$ cat src/rtl/zxuno_clk_pkg.sv
// Shared turbo encodings and CPU clock-enable bit selection for the ZX-UNO clock generator.
package zxuno_clk_pkg;

  localparam logic [1:0] TURBO_3M5 = 2'd0;
  localparam logic [1:0] TURBO_7M  = 2'd1;
  localparam logic [1:0] TURBO_14M = 2'd2;
  localparam logic [1:0] TURBO_28M = 2'd3;

  // Counter bit that drives the CPU enable; saturates at bit 0 for fast modes.
  function automatic int unsigned cpu_sel_idx(input int unsigned base, input logic [1:0] turbo);
    int unsigned t;
    t = 32'(turbo);
    return (t >= base) ? 32'd0 : (base - t);
  endfunction

endpackage

$ cat src/rtl/zxuno_turbo_sel.sv
// Turbo request/active registers, period-boundary mode switch and held-gated CPU enable.
module zxuno_turbo_sel
  import zxuno_clk_pkg::*;
#(
  parameter int unsigned CNT_W    = 4,
  parameter int unsigned CPU_BASE = 2
) (
  input  logic             clk,
  input  logic             rst_n,
  input  logic [1:0]       turbo_i,
  input  logic             boundary_i,
  input  logic [CNT_W-1:0] cen_pos_d_i,
  input  logic             cpu_hold_i,
  output logic             cpu_cen_o,
  output logic [1:0]       turbo_act_o
);

  localparam int unsigned SEL_W = (CNT_W > 2) ? $clog2(CNT_W) : 1;

  logic [1:0]       turbo_req_q;
  logic [1:0]       turbo_act_q, turbo_act_d;
  logic             cpu_cen_q, cpu_cen_d;
  logic [SEL_W-1:0] sel_c;

  // The mode taking effect at this edge selects the pulse formed at the same edge.
  always_comb begin
    turbo_act_d = boundary_i ? turbo_req_q : turbo_act_q;
    sel_c       = SEL_W'(cpu_sel_idx(CPU_BASE, turbo_act_d));
    cpu_cen_d   = cen_pos_d_i[sel_c] & ~cpu_hold_i;
  end

  always_ff @(posedge clk or negedge rst_n) begin
    if (!rst_n) begin
      turbo_req_q <= TURBO_3M5;
      turbo_act_q <= TURBO_3M5;
      cpu_cen_q   <= 1'b0;
    end else begin
      turbo_req_q <= turbo_i;
      turbo_act_q <= turbo_act_d;
      cpu_cen_q   <= cpu_cen_d;
    end
  end

  assign cpu_cen_o   = cpu_cen_q;
  assign turbo_act_o = turbo_act_q;

endmodule

$ cat src/rtl/zxuno_clken_gen.sv
// Master divider: square-wave clocks, edge-aligned enable pulses and a turbo-selectable CPU enable.
module zxuno_clken_gen
  import zxuno_clk_pkg::*;
#(
  parameter int unsigned CNT_W    = 4,
  parameter int unsigned CPU_BASE = 2
) (
  input  logic             clk,
  input  logic             rst_n,
  input  logic             resync_i,
  input  logic [1:0]       turbo_i,
  input  logic             cpu_hold_i,
  output logic [CNT_W-1:0] clk_div_o,
  output logic [CNT_W-1:0] cen_pos_o,
  output logic [CNT_W-1:0] cen_neg_o,
  output logic             cpu_cen_o,
  output logic [1:0]       turbo_act_o
);

  logic [CNT_W-1:0] cnt_q, cnt_d;
  logic [CNT_W-1:0] cen_pos_q, cen_pos_d;
  logic [CNT_W-1:0] cen_neg_q, cen_neg_d;
  logic [CNT_W-1:0] lo_mask, hi_mask;
  logic             boundary_c;

  // Pulses decode the next count so they line up with the clk_div edge they mark.
  always_comb begin
    cnt_d     = resync_i ? '0 : cnt_q + CNT_W'(1);
    cen_pos_d = '0;
    cen_neg_d = '0;
    lo_mask   = '0;
    hi_mask   = '0;
    for (int i = 0; i < CNT_W; i++) begin
      lo_mask      = (CNT_W'(1) << i) - CNT_W'(1);
      hi_mask      = (lo_mask << 1) | CNT_W'(1);
      cen_pos_d[i] = ~resync_i & cnt_d[i] & ~|(cnt_d & lo_mask);
      cen_neg_d[i] = ~resync_i & cnt_q[i] & ~|(cnt_d & hi_mask);
    end
    boundary_c = resync_i | (&cnt_q[CPU_BASE:0]);
  end

  always_ff @(posedge clk or negedge rst_n) begin
    if (!rst_n) begin
      cnt_q     <= '0;
      cen_pos_q <= '0;
      cen_neg_q <= '0;
    end else begin
      cnt_q     <= cnt_d;
      cen_pos_q <= cen_pos_d;
      cen_neg_q <= cen_neg_d;
    end
  end

  zxuno_turbo_sel #(
    .CNT_W    (CNT_W),
    .CPU_BASE (CPU_BASE)
  ) u_turbo_sel (
    .clk         (clk),
    .rst_n       (rst_n),
    .turbo_i     (turbo_i),
    .boundary_i  (boundary_c),
    .cen_pos_d_i (cen_pos_d),
    .cpu_hold_i  (cpu_hold_i),
    .cpu_cen_o   (cpu_cen_o),
    .turbo_act_o (turbo_act_o)
  );

  assign clk_div_o = cnt_q;
  assign cen_pos_o = cen_pos_q;
  assign cen_neg_o = cen_neg_q;

endmodule
$ cat config.mk
export PLATFORM = sky130hd
export DESIGN_NAME = zxuno_clken_gen
export DESIGN_NICKNAME = d
export VERILOG_FILES = /design/src/rtl/zxuno_clk_pkg.sv /design/src/rtl/zxuno_turbo_sel.sv /design/src/rtl/zxuno_clken_gen.sv
export SDC_FILE = /design/constraint.sdc
export NUM_CORES = 1
export LEC_CHECK = 0
export ABC_AREA = 1
export BUFFER_PORTS_ARGS = -buffer_cell sky130_fd_sc_hd__buf_4
export CORE_MARGIN = 2
export CORE_UTILIZATION = 47
export CTS_CLUSTER_DIAMETER = 120
export CTS_CLUSTER_SIZE = 28
export DETAILED_ROUTE_END_ITERATION = 12
export PLACE_DENSITY = 0.75
export SLEW_MARGIN = 25
export SYNTH_ARGS = -nofsm -noshare
export SYNTH_HDL_FRONTEND = slang
export SYNTH_HIERARCHICAL = 1
export SYNTH_SLANG_ARGS = --single-unit
$ cat constraint.sdc
create_clock -name clk -period 2 [get_ports clk]
set_input_delay 0.4 -clock clk [delete_from_list [all_inputs] [get_ports clk]]
set_output_delay 0.4 -clock clk [all_outputs]
set_load 0.005 [all_outputs]
==> metrics.cfg <==
[final_layout]
drive_gt1_share_pct = 38.2
syn_to_final_growth_pct = 30.5
nFillCells = 112
final_nets = 98
antenna_cells_inserted = 0
fin_cells = 104

[global_routing]
grt_pass1_vias = 392
grt_max_degree = 17
grt_use_total_pct = 15.5
grt_antenna_before_repair = 0
grt_pass1_wl_um = 1680
overflow = 0

[place]
gp_congestion = 0.868
io_buffers = 20
dp.cells = 99
hpwlAfterDp_um = 830

[yosys]
synth-xor-area-share_pct = 0
syn_inst = 66
ys_types = 18
synth_warnings = 6
syn_area_per_cell_um2 = 9.93
synth_top_family_by_area = simple AND/OR/NAND/NOR gates
synthAdderAreaFrac_pct = 3.82
syn_nets = 74
synthMuxAreaShare_pct = 0
syn_area_um2 = 656
synth-simple-area-share_pct = 21.2
yosysSeqAreaShare_pct = 61.1
ys_ff_latch = 16
synth-compound-area-share_pct = 4.77

[status]
status = complete, no violations

[clock_tree]
htree_levels = 1
cts_buffers = 3
clock-sinks = 16
clk_pin_slew_ps = 90
clk_latency_ps = 280
cts.repair.resized = 0
cts_tree = yes
cts_buffer_depth = 2
cts_root_buffer = clkbuf_4

[detailed_routing]
wl_um = 1100
ant_nets = 0
firstDrtPassIters = 4
drcViolationCount = 0
routed_via_density = 4.83
drtIter0Drc = 11
wl_per_cell_um = 10.6
vias = 502

[floorplan]
core_um2 = 1300
rows = 13
die_h_um = 41.4
start_util_pct = 50.4
ios = 21
die-area_um2 = 1710
die_w_um = 41.4

[worst_setup_path]
worstSetupStartpoint = clk_div_o[0]
arrival_ps = 1860
cp-end-kind = flip-flop
cp_slowest_stage_delay_ps = 470
r2r-start = clk_div_o[0]
crit_chain = ha_1 -> ha_1 -> or2_2 -> inv_2 -> nand2_1 -> nand3_1 -> nand3_1 -> nand2_1 -> inv_1
critical_path_required_ps = 2190
critPathMaxFanout = 7
crit_path_top_delay_cell = dfrtp_1
startpoint_type = flip-flop
path_class = flip-flop to flip-flop

[power]
powerDensity_nw_per_um2 = 762
power_leakage_nw = 0.486
irDropWorstVdd_uv = 440
finalPower_mw = 0.652

[flow_run]
drv_cap = 0

[timing]
tns_ps = 0
period_needed_ps = 1670
clock_skew_ps = 0.793
rsz0062_at_grt = false
worst_pin_slew_ps = 304
final-hold-violation-count = 0
setup_viol = 0
timing.final.crit_share_pct = 83.7
slew_headroom_pct = 79.6
max_freq_ghz = 0.597
drv_slew = 0

[min_path]
min_from = turbo_i[0]
hold_class = primary input to flip-flop

==> metal layers <==
metal	vias to the layer above	part of all wire, %	GRT usage, %	routed length (um)
met4	0	1.5	7.26	17
met2	15	46	23.4	511
met3	2	6.4	3.19	71
li1	255	-	-	-
met1	230	46	21.2	503
met5	-	0	0	0
==> critical path: cells and delay by family (launching register included) <==
family / cells / cell delay (ps)
flip-flops: 1 / 470
adder cells (fa/ha/maj): 2 / 400
AND/OR/NAND/NOR: 5 / 600
buffers and inverters: 2 / 120
==> stage by stage <==
step	instance area (um2)	utilization (%)	hold slack (ps)	setup WS, ps
CTS	856	65.8	208	340
floorplan	656	-	104	439
global route	856	65.8	204	230
detailed placement	810	62.2	267	347
global placement	810	62.2	263	393
finish	856	65.8	215	326
==> timing repair <==
item	in CTS	in global routing
hold endpoints to repair	16	0
hold buffers	1	0
setup endpoints to repair	0	0
buffers inserted	0	0
==> final timing paths <==
kind	endpoint	slack [ps]	depth (start not counted)
setup / recovery	u_turbo_sel/cpu_cen_o	330	9
hold / removal	u_turbo_sel/turbo_req_q[0]	220	1
setup reg to reg	u_turbo_sel/cpu_cen_o	330	9
hold reg to reg	u_turbo_sel/turbo_act_o[0]	510	2
max in group asynchronous	clk_div_o[0]	1330	2
min in group asynchronous	clk_div_o[3]	490	2
==> cells in the final DEF (no fill, tap or decap), drive strengths merged <==
cell type	n
and3	1
nand3	6
inv	12
dfrtp	16
or2	1
buf	20
o21ai	3
nand2	12
clkbuf	4
nor2	7
a21oi	1
nor4	1
nand4	1
nor3	1
dlygate4sd3	1
ha	2
==> where the power goes <==
| part | internal, mW | switching [mW] |
|---|---|---|
| registers | 0.339 | 0.0133 |
| clock network | 0.111 | 0.0982 |
| logic | 0.0426 | 0.0483 |
==> logic make-up after synthesis <==
group / Yosys count
adders and majority gates: 2
DFF: 16
and+or+nand+nor: 30
AOI/OAI and AO/OA: 4
buffers and inverters: 14
==> final cells by class <==
class	instances	area, um2	share of cell area (%)
well taps	15	18.8	2.19
flip-flops and latches	16	400	46.8
repair buffers	21	160	18.7
multi-input cells	36	195	22.8
inverters	12	45.0	5.26
clock buffers	4	36.3	4.24
==> Yosys cell counts <==
library cell | count | area (um2)
a21oi_2 | 1 | 8.76
inv_2 | 3 | 11.3
nor2_1 | 6 | 22.5
nor3_1 | 1 | 5.00
nor2_2 | 1 | 6.26
and3_1 | 1 | 6.26
o21ai_2 | 2 | 17.5
dfrtp_1 | 16 | 400
nand3_1 | 6 | 30.0
nand2_1 | 10 | 37.5
buf_4 | 2 | 15.0
nand4_1 | 1 | 6.26
nand2_2 | 2 | 12.5
ha_1 | 2 | 25.0
o21ai_0 | 1 | 5.00
or2_2 | 1 | 6.26
nor4_1 | 1 | 6.26
inv_1 | 9 | 33.8
==> state kept, by name, summed over array words and instances (netlist names) <==
signal / count
cen_neg_o: 4
cen_pos_o: 3
clk_div_o: 4
u_turbo_sel/cpu_cen_o: 1
u_turbo_sel/turbo_act_o: 2
u_turbo_sel/turbo_req_q: 2
Power figures use the tool's default switching activity.
